`src/rtl/dmem_arbiter.sv`:
```
// dmem_arbiter: shares a single-port data memory (synchronous write,
// combinational read) between the core load/store unit and a DMA port.
// Each accepted request is issued to the memory for one cycle, then a
// one-cycle completion pulse with read data returns to the winner.
// Optional build macro: DMEM_MISALIGN_CHECK_EN (misaligned half/word
// accesses are suppressed and answered with an error).
module dmem_arbiter #(
  parameter int ADDR_WIDTH    = 32,
  parameter int DATA_WIDTH    = 32,
  parameter int CORE_PRIORITY = 0
) (
  input  logic                  clk,
  input  logic                  reset,
  input  logic                  core_req,
  input  logic                  core_we,
  input  logic [2:0]            core_funct3,
  input  logic [ADDR_WIDTH-1:0] core_addr,
  input  logic [DATA_WIDTH-1:0] core_wdata,
  output logic                  core_gnt,
  output logic                  core_rvalid,
  output logic [DATA_WIDTH-1:0] core_rdata,
  output logic                  core_err,
  input  logic                  dma_req,
  input  logic                  dma_we,
  input  logic [2:0]            dma_funct3,
  input  logic [ADDR_WIDTH-1:0] dma_addr,
  input  logic [DATA_WIDTH-1:0] dma_wdata,
  output logic                  dma_gnt,
  output logic                  dma_rvalid,
  output logic [DATA_WIDTH-1:0] dma_rdata,
  output logic                  dma_err,
  output logic                  mem_wr_en,
  output logic [2:0]            mem_funct3,
  output logic [ADDR_WIDTH-1:0] mem_addr,
  output logic [DATA_WIDTH-1:0] mem_wdata,
  input  logic [DATA_WIDTH-1:0] mem_rdata
);

  typedef enum logic [1:0] {
    IDLE  = 2'd0,
    ISSUE = 2'd1,
    RESP  = 2'd2
  } state_t;

  state_t                state_q, state_d;
  logic                  rrDma_q, rrDma_d;
  logic                  winDma_q;
  logic                  we_q;
  logic [2:0]            funct3_q;
  logic [ADDR_WIDTH-1:0] addr_q;
  logic [DATA_WIDTH-1:0] wdata_q;
  logic [DATA_WIDTH-1:0] coreRdata_q;
  logic [DATA_WIDTH-1:0] dmaRdata_q;

  logic                  grantCore, grantDma, accept;
  logic                  selWe;
  logic [2:0]            selFunct3;
  logic [ADDR_WIDTH-1:0] selAddr;
  logic [DATA_WIDTH-1:0] selWdata;
  logic                  flagMisalign;

  // Pick the winner; grants only in IDLE/RESP, rrDma_q=1 means DMA won last
  always_comb begin
    grantCore = 1'b0;
    grantDma  = 1'b0;
    if (!reset && state_q != ISSUE) begin
      if (core_req && dma_req) begin
        if (CORE_PRIORITY != 0 || rrDma_q) grantCore = 1'b1;
        else                               grantDma  = 1'b1;
      end else begin
        grantCore = core_req;
        grantDma  = dma_req;
      end
    end
  end

  assign accept = grantCore | grantDma;

  // Route the winning port's request fields toward the request register
  always_comb begin
    selWe     = core_we;
    selFunct3 = core_funct3;
    selAddr   = core_addr;
    selWdata  = core_wdata;
    if (grantDma) begin
      selWe     = dma_we;
      selFunct3 = dma_funct3;
      selAddr   = dma_addr;
      selWdata  = dma_wdata;
    end
  end

  // Next-state logic and round-robin pointer update on every accept
  always_comb begin
    state_d = state_q;
    rrDma_d = rrDma_q;
    case (state_q)
      IDLE:    if (accept) state_d = ISSUE;
      ISSUE:   state_d = RESP;
      RESP:    state_d = accept ? ISSUE : IDLE;
      default: state_d = IDLE;
    endcase
    if (accept) rrDma_d = grantDma;
  end

  // State register; pointer starts at DMA so the core wins the first tie
  always_ff @(posedge clk or posedge reset) begin
    if (reset) begin
      state_q <= IDLE;
      rrDma_q <= 1'b1;
    end else begin
      state_q <= state_d;
      rrDma_q <= rrDma_d;
    end
  end

  // Capture the accepted request; fields also drive the memory port
  always_ff @(posedge clk or posedge reset) begin
    if (reset) begin
      winDma_q <= 1'b0;
      we_q     <= 1'b0;
      funct3_q <= 3'b000;
      addr_q   <= '0;
      wdata_q  <= '0;
    end else if (accept) begin
      winDma_q <= grantDma;
      we_q     <= selWe;
      funct3_q <= selFunct3;
      addr_q   <= selAddr;
      wdata_q  <= selWdata;
    end
  end

`ifdef DMEM_MISALIGN_CHECK_EN
  logic misalign_q, misalign_d;

  // Halfword needs addr[0]=0, word (funct3[1]=1) needs addr[1:0]=00
  always_comb begin
    misalign_d = 1'b0;
    if (selFunct3[1])      misalign_d = (selAddr[1:0] != 2'b00);
    else if (selFunct3[0]) misalign_d = selAddr[0];
  end

  // Misalignment flag travels with the accepted request
  always_ff @(posedge clk or posedge reset) begin
    if (reset)       misalign_q <= 1'b0;
    else if (accept) misalign_q <= misalign_d;
  end

  assign flagMisalign = misalign_q;
`else
  assign flagMisalign = 1'b0;
`endif

  // Sample memory read data into the winner's register at the end of ISSUE
  always_ff @(posedge clk or posedge reset) begin
    if (reset) begin
      coreRdata_q <= '0;
      dmaRdata_q  <= '0;
    end else if (state_q == ISSUE && !flagMisalign) begin
      if (winDma_q) dmaRdata_q  <= mem_rdata;
      else          coreRdata_q <= mem_rdata;
    end
  end

  assign core_gnt    = grantCore;
  assign dma_gnt     = grantDma;
  assign core_rvalid = (state_q == RESP) && !winDma_q;
  assign dma_rvalid  = (state_q == RESP) &&  winDma_q;
  assign core_rdata  = coreRdata_q;
  assign dma_rdata   = dmaRdata_q;
  assign core_err    = core_rvalid & flagMisalign;
  assign dma_err     = dma_rvalid  & flagMisalign;

  assign mem_wr_en   = (state_q == ISSUE) && we_q && !flagMisalign;
  assign mem_funct3  = funct3_q;
  assign mem_addr    = addr_q;
  assign mem_wdata   = wdata_q;

endmodule

```
`config.mk`:
```
export PLATFORM = sky130hd
export DESIGN_NAME = dmem_arbiter
export DESIGN_NICKNAME = d
export VERILOG_FILES = /design/src/rtl/dmem_arbiter.sv
export SDC_FILE = /design/constraint.sdc
export NUM_CORES = 1
export LEC_CHECK = 0
export CAP_MARGIN = 15
export CORE_UTILIZATION = 44
export CTS_CLUSTER_SIZE = 12
export DETAILED_ROUTE_END_ITERATION = 10
export PLACE_DENSITY_LB_ADDON = 0.05
export SLEW_MARGIN = 20
export SYNTH_ARGS = -nofsm -noshare
export SYNTH_HDL_FRONTEND = slang
export SYNTH_SLANG_ARGS = --single-unit
```
`constraint.sdc`:
```
create_clock -name clk -period 13 [get_ports clk]
set_clock_uncertainty 0.2 [all_clocks]
set_input_delay 2.6 -clock clk [delete_from_list [all_inputs] [get_ports clk]]
set_output_delay 2.6 -clock clk [all_outputs]
set_load 0.005 [all_outputs]
```
; Yosys cells after proc, flatten, opt, wreduce, memory -nomap -nowiden
; Cells that the tools add are included.
[op_classes]
n_eq_ne = 4
n_mux = 13
bitwise = 2
reduce_logical = 10
[op_table]
columns = op, n
row1 = $mux W32, 2
row2 = $mux W1, 8
row3 = $pmux W2 S3, 1
row4 = $logic_and A1 B1 Y1, 5
row5 = $reduce_and A2 Y1, 2
row6 = $mux W3, 1
row7 = $eq A2 B1 Y1 const B, 1
row8 = $eq A2 B2 Y1 const B, 1
row9 = $logic_not A1 Y1, 2
row10 = $logic_not A2 Y1, 1
row11 = $mux W2, 1
row12 = $ne A2 B1 Y1 const B, 1
row13 = $ne A2 B2 Y1 const B, 1
row14 = $not A1 Y1, 1
row15 = $or A1 B1 Y1, 1
[totals]
register_bits = 136
in_bits = 172
out_inout_bits = 138
wordCells = 38

; Longest topological paths before layout
; Gate-level depths: netlist of the first run.
[depth]
ltp_word = 6
depth_mapped = 7
mapped_depth_nobuf = 4

; Worst setup path before layout of the first run
; Ideal clock, no wire load.
[synth_timing]
path_kind = input to register
startpoint = in reset
endpoint = reg wdata_q[0], in the netlist mem_wdata[0]
setup_ps = 101
arrival_time_ps = 7650
required_time_ps = 12699
path_slack_ps = 5049
path_stages = 6
n_path_buf = 3
path_cell_list = clkbuf_1 > inv_1 > buf_2 > clkbuf_1 > a31oi_1 > a31oi_1
[synth_between]
elab_chain_cells = 4
word_cells_on_any_way = 6
cone_classes = mux: 3 / bitwise: 1 / reduce/logical: 2
[synth_lines]
columns = item, line
row1 = "start, declared", 13  ; input logic reset,
row2 = $logic_not A1 Y1 (no line) *, --
row3 = $logic_and A1 B1 Y1 *, 66  ; if (!reset && state_q != ISSUE) begin
row4 = $mux W1, 66
row5 = $mux W32 / $or A1 B1 Y1 (equally long branches), "85, 77"
row6 = "end signal, assigned", 130  ; wdata_q <= selWdata;
row7 = "end, declared", 51  ; logic [DATA_WIDTH-1:0] wdata_q;
; Every way passes the cells marked *; elsewhere a longest branch is shown, timed or not.
; A chain may end at the register's enable or synchronous reset.

; Worst setup path in the final report of the first run
[layout_timing]
startpoint = in dma_req
endpoint = out dma_gnt
[layout_between]
elab_chain_cells = 3
[layout_lines]
columns = item, line
row1 = "start, declared", 23  ; input logic dma_req,
row2 = $logic_and A1 B1 Y1, 67  ; if (core_req && dma_req) begin
row3 = $mux W1 *, 67
row4 = $mux W1 *, 66
row5 = "end, declared", 28  ; output logic dma_gnt,
; Marks and branches as above.

==> impl_metrics.json, run 1 <==
{
  "outcome": "finished, final reports clean",
  "crit_type": "primary input to output pin",
  "synth_mux_area_share_pct": 11.2,
  "fmax_mhz": 141,
  "drv_cap": 0,
  "antenna_cells": 0,
  "cts_resized": 0,
  "synth_seq_cells": 136,
  "slew_headroom_pct": 28.8,
  "powerDensity_mw_per_mm2": 175,
  "core_area_mm2": 0.0140,
  "synthXorXnorAreaFrac_pct": 0,
  "wl_per_cell_um": 20.7,
  "antenna_found_initial": 0,
  "dr.max_layer_used": "met4",
  "power_switching_mw": 0.482,
  "grt_pass1_vias": 5958,
  "clk_latency_ns": 0.41,
  "finalCriticalPeriod_ns": 7.10,
  "drt_wl_total_um": 21100,
  "p_clk_share_pct": 28.4,
  "power_frac_comb_pct": 34.9,
  "clk_path_buf_depth": 2,
  "hold_viol": 0,
  "switching_share_pct": 27.4,
  "met1_length_um": 8040,
  "cts-buffers-inserted": 17,
  "p_int_mw": 1.28,
  "syn2layout_area_growth_pct": 56.6,
  "final_util_pct": 71.6,
  "path_max_fanout": 4,
  "place_congestion": 0.820,
  "cts_tree": "built",
  "synthCells": 577,
  "avgSynthCellArea_um2": 11.1,
  "start_util_pct": 45.7,
  "io_buffers": 307,
  "yosys.area_share.adder_pct": 0,
  "wl_met3_um": 1810,
  "yosys_warnings": 0,
  "place_hpwl_um": 13700,
  "setup_violations": 0,
  "synth_top_family_by_area": "compound AO/OA/AOI/OAI gates",
  "wl_met2_um": 10600,
  "synth_compound_area_share_pct": 21.8,
  "yosysSeqAreaShare_pct": 53.0,
  "synthSimpleGateAreaFrac_pct": 7.76,
  "synth_area_mm2": 0.00642,
  "tightest_slew_ns": 1.07,
  "slew_viol_final": 0,
  "hold_buffers": 0,
  "dr_total_vias": 6170,
  "nNetsFinal": 1002,
  "io_pins": 310,
  "overflow": 0,
  "final_common_cell": "clkdlybuf4s50_1",
  "avgViaCountPerCell": 6.03,
  "required_ns": 10.20,
  "rsz0062_at_grt": "false",
  "drive_above_1_share_pct": 13.5,
  "power.leakage_nw": 3.81,
  "vdd_drop_max_mv": 0.0884,
  "fin_tns_setup_ns": 0,
  "num_rows": 43,
  "post_cts_buffers": 0,
  "fin_crit_sh_pct": 54.6,
  "synth_top_cell_by_area": "dfrtp_1",
  "clock-sinks": 136,
  "cts_max_level": 4,
  "synth_area_leaders": "dfrtp_1 53%, a31oi_1 13%, mux2_2 11%, o31ai_1 8.0%, nand4_1 6.6%",
  "arrival_ns": 4.30,
  "grt_first_pass_wirelength_um": 31800,
  "yosys.area.top_type_share_pct": 52.6,
  "drt-initial-drc-count": 397,
  "synth_cell_types": 30,
  "die_h_um": 123,
  "mostFrequentLayoutCells": "306 x clkdlybuf4s50_1, 136 x a31oi_1, 135 x dfrtp_1",
  "end_kind": "output pin",
  "dieArea_mm2": 0.0151,
  "die_x_um": 123,
  "startpoint_type": "primary input",
  "clk_pin_slew_ns": 0.06,
  "seq_power_share_pct": 36.7,
  "fill_cells": 1019,
  "hp-class": "flop to flop",
  "grt_usage_pct": 27.7,
  "grt_max_degree": 119,
  "drt-pass1-iter-count": 4,
  "drc_errors": 0,
  "root_buffer": "clkbuf_16",
  "drtAntennaViolNets": 0
}
-- worst max-delay path, cell delays in order --
cell             delay (ns)
clkdlybuf4s50_1        0.51
a21bo_2                0.26
nor3_1                 0.29
clkdlybuf4s50_1        0.64
-- registers in the layout, summed over array words and instances, names as in the netlist --
signal / cells
mem_funct3: 3
mem_addr: 32
we_q: 1
dma_rdata: 32
rrDma_q: 1
core_rdata: 32
mem_wdata: 32
winDma_q: 1
state_q: 2
-- path summary, 6_finish.rpt --
| path | from | end | slack [ns] | cells past startpoint |
|---|---|---|---|---|
| setup / recovery | dma_req | dma_gnt | 5.90 | 4 |
| hold / removal | dma_rdata[28]$_DFFE_PP0P_ | dma_rdata[28]$_DFFE_PP0P_ | 0.31 | 1 |
| setup reg to reg | state_q[0]$_DFFE_PP0P_ | mem_addr[3]$_DFFE_PP0P_ | 9.79 | 4 |
| hold reg to reg | dma_rdata[28]$_DFFE_PP0P_ | dma_rdata[28]$_DFFE_PP0P_ | 0.31 | 1 |
| max in group asynchronous | reset | mem_addr[9]$_DFFE_PP0P_ | 8.69 | 4 |
| min in group asynchronous | reset | winDma_q$_DFFE_PP0P_ | 2.61 | 3 |
-- through the flow --
step	total power, mW	setup slack, ns	instances	hold slack, ns	cell area [µm²]
after floorplan	0.865	4.30	578	0.241	6420
after CTS	1.77	5.90	1023	0.307	10100
final	1.76	5.90	1023	0.306	10100
after detailed placement	1.27	5.91	991	0.293	9440
after global routing	1.85	5.84	1023	0.316	10100
after global placement	1.24	5.94	991	0.281	9440
-- cell usage after synthesis (all sizes together) --
cell and number:
a31oi 136, dfrtp 135, nand4 68, o31ai 68, mux2 64, clkbuf 54, buf 30, inv 3
a21o 2, nor2 2, nor3 2, a21bo 1, a21boi 1, and2 1, and3 1, and3b 1
conb 1, dfstp 1, nand2 1, nand2b 1, nand3 1, nor3b 1, o21ai 1, or2 1
-- per-layer routing --
metal / GRT usage [%] / vias to the layer above
li1: - / 2800
met1: 33.3 / 3013
met2: 45.3 / 309
met3: 7.76 / 48
met4: 14.5 / 0
met5: 0 / -
-- power by group through the flow --
| stage | combinational, mW | sequential (mW) | clock [mW] |
|---|---|---|---|
| after global routing | 0.661 | 0.661 | 0.525 |
| after CTS | 0.620 | 0.645 | 0.508 |
| final | 0.614 | 0.645 | 0.499 |
| after floorplan | 0.211 | 0.654 | 0 |
| after detailed placement | 0.616 | 0.651 | 0 |
| after global placement | 0.604 | 0.640 | 0 |
-- kinds of logic after synthesis --
group | Yosys count
AO/OA/AOI/OAI | 209
buffers and inverters | 87
flip-flops | 136
multiplexers | 64
other | 1
AND/OR/NAND/NOR | 80
-- area by class of cell --
cell class	count	area, µm²	share of cell area, %
Sequential cell	136	3400	33.9
Clock inverter	11	145	1.44
Multi-Input combinational cell	355	2650	26.3
Tap cell	180	225	2.24
Clock buffer	21	470	4.68
Timing Repair Buffer	317	3140	31.3
Inverter	3	18.8	0.187
Power figures use the tool's default switching activity.
==> run 2: changes to the inputs <==
--- a/config.mk
+++ b/config.mk
@@ -6,7 +6,7 @@
 export NUM_CORES = 1
 export LEC_CHECK = 0
 export CAP_MARGIN = 15
-export CORE_UTILIZATION = 44
+export CORE_UTILIZATION = 41
 export CTS_CLUSTER_SIZE = 12
 export DETAILED_ROUTE_END_ITERATION = 10
 export PLACE_DENSITY_LB_ADDON = 0.05
==> constraint.sdc (replaced) <==
create_clock -name clk -period 6.9 [get_ports clk]
set_clock_uncertainty 0.2 [all_clocks]
set_input_delay 1.38 -clock clk [delete_from_list [all_inputs] [get_ports clk]]
set_output_delay 1.38 -clock clk [all_outputs]
set_load 0.005 [all_outputs]
==> run 2 against run 1 <==
  * Critical path depth is 1 higher
  * Design area grew 0.20%
  * Register-to-register slack worse by 6.1 ns
  * Global-route usage shrank 1.8 points
  * Largest power group unchanged
  * Sequential share of layout area shrank 0.067 points
  * Sequential cell count did not move
  * Sequential power rose by 88%
  * Worst hold slack lost 0.0036 ns
  * Die area rose by 7.2%
  * Combinational power grew 87%
  * Setup slack lost 3.8 ns
==> impl_metrics.json, run 2 (synthesized netlist as in run 1, its figures left out) <==
{
  "post_cts_buffers": 0,
  "hold_slack_ns": 0.302,
  "mostFrequentLayoutCells": "306 x clkdlybuf4s50_1, 136 x a31oi_1, 135 x dfrtp_1",
  "core_area_mm2": 0.0153,
  "tightest_slew_ns": 1.00,
  "die_x_um": 127,
  "finalCriticalPeriod_ns": 4.76,
  "grt_max_degree": 172,
  "path_max_fanout": 65,
  "clk_latency_ns": 0.41,
  "max_stage_delay_ns": 0.72,
  "fill_cells": 1197,
  "hold_viol": 0,
  "fin_crit_sh_pct": 69.0,
  "critical-path-top-delay-family": "buffers and inverters",
  "drive_above_1_share_pct": 13.4,
  "outcome": "finished, final reports clean",
  "grt_usage_pct": 25.9,
  "dieArea_mm2": 0.0162,
  "cts_max_level": 4,
  "cts_resized": 0,
  "cp.buffers_inverters": 3,
  "wl_per_cell_um": 20.0,
  "fmax_mhz": 210,
  "nNetsFinal": 1002,
  "drt_wl_total_um": 21000,
  "slew_viol_final": 0,
  "clk_pin_slew_ns": 0.06,
  "place_area_mm2": 0.00947,
  "cts-buffers-inserted": 17,
  "cts_tree": "built",
  "drv_cap": 0,
  "final_util_pct": 66.0,
  "startpoint_type": "flop",
  "end_kind": "output pin",
  "overflow": 0,
  "finalNonFillerCells": 1054,
  "finalPower_mw": 3.25,
  "io_buffers": 307,
  "start_util_pct": 42.1,
  "placed_cells": 1021,
  "final.setup.worst_slack_ns": 2.14,
  "die_h_um": 127,
  "drt-initial-drc-count": 489,
  "crit_slowest_cell": "inv_2",
  "drc_errors": 0,
  "num_rows": 45,
  "power.leakage_nw": 3.78,
  "crit_type": "flop to output pin",
  "grt_pass1_vias": 5961,
  "cp_cell_sequence": "nand2b_4 > inv_2 > buf_4 > nor3_1 > clkdlybuf4s50_1",
  "slew_headroom_pct": 33.1,
  "place_hpwl_um": 13700,
  "seqCellArea_mm2": 0.00340,
  "hold_buffers": 0,
  "io_pins": 310,
  "rsz0062_at_grt": "false",
  "arrival_ns": 3.18,
  "clk_path_buf_depth": 2,
  "final_common_cell": "clkdlybuf4s50_1",
  "grt_first_pass_wirelength_um": 32400,
  "root_buffer": "clkbuf_16",
  "avgViaCountPerCell": 5.85,
  "antenna_found_initial": 0,
  "dp_slack_ns": 2.23,
  "vdd_drop_max_mv": 0.199,
  "drtAntennaViolNets": 0,
  "hp-class": "flop to flop",
  "place_congestion": 0.788,
  "fin_area_mm2": 0.0101,
  "required_ns": 5.32,
  "dr_total_vias": 6165,
  "setup_violations": 0,
  "multi_input_area_mm2": 0.00265,
  "antenna_cells": 0,
  "syn2layout_area_growth_pct": 56.9,
  "clock-sinks": 136,
  "powerDensity_mw_per_mm2": 323,
  "fin_tns_setup_ns": 0,
  "drt-pass1-iter-count": 5
}
run 2: worst paths after layout:
kind	start	end	slack (ns)	depth (start not counted)
worst max-delay path	state_q[1]$_DFFE_PP0P_	core_gnt	2.14	5
worst min-delay path	dma_rdata[11]$_DFFE_PP0P_	dma_rdata[11]$_DFFE_PP0P_	0.30	1
worst max register to register	state_q[0]$_DFFE_PP0P_	mem_addr[11]$_DFFE_PP0P_	3.72	4
worst min register to register	dma_rdata[11]$_DFFE_PP0P_	dma_rdata[11]$_DFFE_PP0P_	0.30	1
max in group asynchronous	reset	mem_wdata[26]$_DFFE_PP0P_	4.32	3
min in group asynchronous	reset	state_q[1]$_DFFE_PP0P_	0.93	2
run 2: final cells by class:
cell class	instances	area share (%)
Sequential cell	136	33.8
Timing Repair Buffer	317	31.4
Multi-Input combinational cell	355	26.3
Clock buffer	19	4.30
Tap cell	211	2.62
Clock inverter	13	1.43
Inverter	3	0.186
run 2: routing by layer:
layer	GRT usage, %	share of wire (%)	routed length (µm)	vias up
met5	0	0	0	-
met4	14.5	3.7	785	0
met3	7.83	8.0	1670	46
met2	41.9	49	10400	272
met1	30.9	39	8190	3037
li1	-	-	-	2810
run 2: report_power, final:
part	internal [mW]	leakage (nW)	total [mW]	switching [mW]
registers	1.07	1.55	1.21	0.142
logic	0.740	1.97	1.15	0.409
clock network	0.534	0.259	0.891	0.357
==> run 3: changes to the inputs <==
==> constraint.sdc (replaced) <==
create_clock -name clk -period 4.51 [get_ports clk]
set_clock_uncertainty 0.2 [all_clocks]
set_input_delay 0.902 -clock clk [delete_from_list [all_inputs] [get_ports clk]]
set_output_delay 0.902 -clock clk [all_outputs]
set_load 0.005 [all_outputs]
==> run 3 against run 2 <==
  * Setup slack worse by 1.5 ns
  * Register-to-register slack got worse by 2.1 ns
  * Sequential power is 53% higher
  * Largest cell class unchanged
  * Largest power group unchanged
==> impl_metrics.json, run 3 (synthesized netlist as in run 1, its figures left out) <==
{
  "max_stage_delay_ns": 0.70,
  "antenna_found_initial": 1,
  "drive_above_1_share_pct": 13.4,
  "clk_path_buf_depth": 2,
  "grt_pass1_vias": 6098,
  "clk_pin_slew_ns": 0.06,
  "overflow": 0,
  "fin_crit_sh_pct": 85.7,
  "crit_slowest_cell": "clkdlybuf4s50_1",
  "wl_per_cell_um": 20.2,
  "power.leakage_nw": 3.81,
  "num_rows": 45,
  "outcome": "finished, final reports clean",
  "drt-initial-drc-count": 430,
  "drtAntennaViolNets": 0,
  "end_kind": "output pin",
  "cp-startpoint": "dma_req",
  "rsz0062_at_grt": "false",
  "hp-class": "flop to flop",
  "p_int_mw": 3.68,
  "grt_util_met2_pct": 43.5,
  "power_switching_mw": 1.38,
  "cts_max_level": 4,
  "vdd_drop_max_mv": 0.267,
  "path_max_fanout": 4,
  "antenna_cells": 0,
  "cp.buffers_inverters": 2,
  "p_clk_share_pct": 28.4,
  "grt.met3_usage_pct": 6.91,
  "fin_area_mm2": 0.0101,
  "cts_tree": "built",
  "core_area_mm2": 0.0153,
  "cp.depth": 4,
  "startpoint_type": "primary input",
  "switching_share_pct": 27.2,
  "fill_cells": 1171,
  "drc_errors": 0,
  "place_area_mm2": 0.00950,
  "fin_tns_setup_ns": 0,
  "setup_violations": 0,
  "grt_max_degree": 162,
  "cts_resized": 0,
  "nNetsFinal": 1002,
  "seq_power_share_pct": 36.6,
  "grtUsageMet1_pct": 30.9,
  "power_frac_comb_pct": 34.9,
  "cp_common_cell": "clkdlybuf4s50_1",
  "slew_headroom_pct": 36.6,
  "crit_end": "dma_gnt",
  "dieArea_mm2": 0.0162,
  "start_util_pct": 42.1,
  "cts-buffers-inserted": 17,
  "hold_viol": 0,
  "drt_wl_total_um": 21300,
  "mostFrequentLayoutCells": "306 x clkdlybuf4s50_1, 136 x a31oi_1, 135 x dfrtp_1",
  "powerDensity_mw_per_mm2": 500,
  "required_ns": 3.41,
  "final_common_cell": "clkdlybuf4s50_1",
  "grt_first_pass_wirelength_um": 32700,
  "crit_type": "primary input to output pin",
  "clock-sinks": 136,
  "reg2reg_to": "dma_rdata[23]$_DFFE_PP0P_",
  "io_pins": 310,
  "syn2layout_area_growth_pct": 57.6,
  "arrival_ns": 2.76,
  "grt_usage_pct": 26.1,
  "regToRegSetupSlack_ns": 1.64,
  "root_buffer": "clkbuf_16",
  "die_h_um": 127,
  "die_x_um": 127,
  "post_cts_buffers": 0,
  "r2r_start": "state_q[1]$_DFFE_PP0P_",
  "finalCriticalPeriod_ns": 3.87,
  "place_hpwl_um": 13700,
  "cp_cell_sequence": "clkdlybuf4s50_1 > a21bo_2 > nor3_1 > clkdlybuf4s50_1",
  "dr_total_vias": 6255,
  "drv_cap": 0,
  "clk_latency_ns": 0.41,
  "gr-max-usage-layer": "met2",
  "fmax_mhz": 259,
  "drt-pass1-iter-count": 5,
  "io_buffers": 307,
  "slew_viol_final": 0,
  "place_congestion": 0.763,
  "hold_buffers": 0,
  "avgViaCountPerCell": 5.94,
  "critical-path-top-delay-family": "buffers and inverters",
  "tightest_slew_ns": 0.949,
  "rr_worst_depth": 6
}
run 3: cell type report:
class                   instances  area [µm²]  share of cell area, %
inverters                       3        18.8                  0.185
multi-input cells             355        2650                   26.2
repair buffers                317        3170                   31.3
flip-flops and latches        136        3400                   33.6
clock inverters                10         143                   1.41
clock buffers                  21         470                   4.65
well taps                     211         264                   2.61
run 3: power by group through the flow:
| stage | Combinational (mW) | Clock [mW] | Sequential [mW] |
|---|---|---|---|
| finish | 1.77 | 1.44 | 1.85 |
| global route | 1.89 | 1.51 | 1.90 |
| CTS | 1.78 | 1.46 | 1.85 |
| detailed placement | 1.77 | 0 | 1.87 |
| global placement | 1.74 | 0 | 1.84 |
| floorplan | 0.607 | 0 | 1.89 |
run 3: worst min path at each step:
stage | startpoint | end | cells after the start
global placement | dma_rdata[23]$_DFFE_PP0P_ | dma_rdata[23]$_DFFE_PP0P_ | 1
detailed placement | dma_rdata[23]$_DFFE_PP0P_ | dma_rdata[23]$_DFFE_PP0P_ | 1
finish | dma_rdata[23]$_DFFE_PP0P_ | dma_rdata[23]$_DFFE_PP0P_ | 1
floorplan | state_q[0]$_DFFE_PP0P_ | state_q[0]$_DFFE_PP0P_ | 1
global route | dma_rdata[11]$_DFFE_PP0P_ | dma_rdata[11]$_DFFE_PP0P_ | 1
CTS | dma_rdata[23]$_DFFE_PP0P_ | dma_rdata[23]$_DFFE_PP0P_ | 1
run 3: worst reg2reg max path, cell delays in order, from the launching register on:
cell      delay (ns)
dfrtp_1         0.38
nand2b_4        0.26
inv_2           0.64
buf_4           0.51
nand2_1         0.10
buf_4           0.28
mux2_1          0.38
run 3: metrics by stage:
step	hold WS, ns	setup WS (ns)	util, %	power (mW)	cells
finish	0.302	0.644	66.3	5.06	1053
global route	0.312	0.572	66.3	5.30	1053
CTS	0.304	0.689	66.3	5.10	1053
detailed placement	0.291	0.748	62.3	3.64	1022
global placement	0.277	0.803	62.3	3.59	1022
floorplan	0.241	0.511	-	2.49	578
run 3: per-layer routing:
metal  share of wire (%)  wire, µm  vias to the layer above
met1                  39      8320                     3098
met2                  49     10500                      295
li1                    -         -                     2804
met4                 4.3       911                        2
met3                 7.3      1550                       56
met5               0.047        10                        -
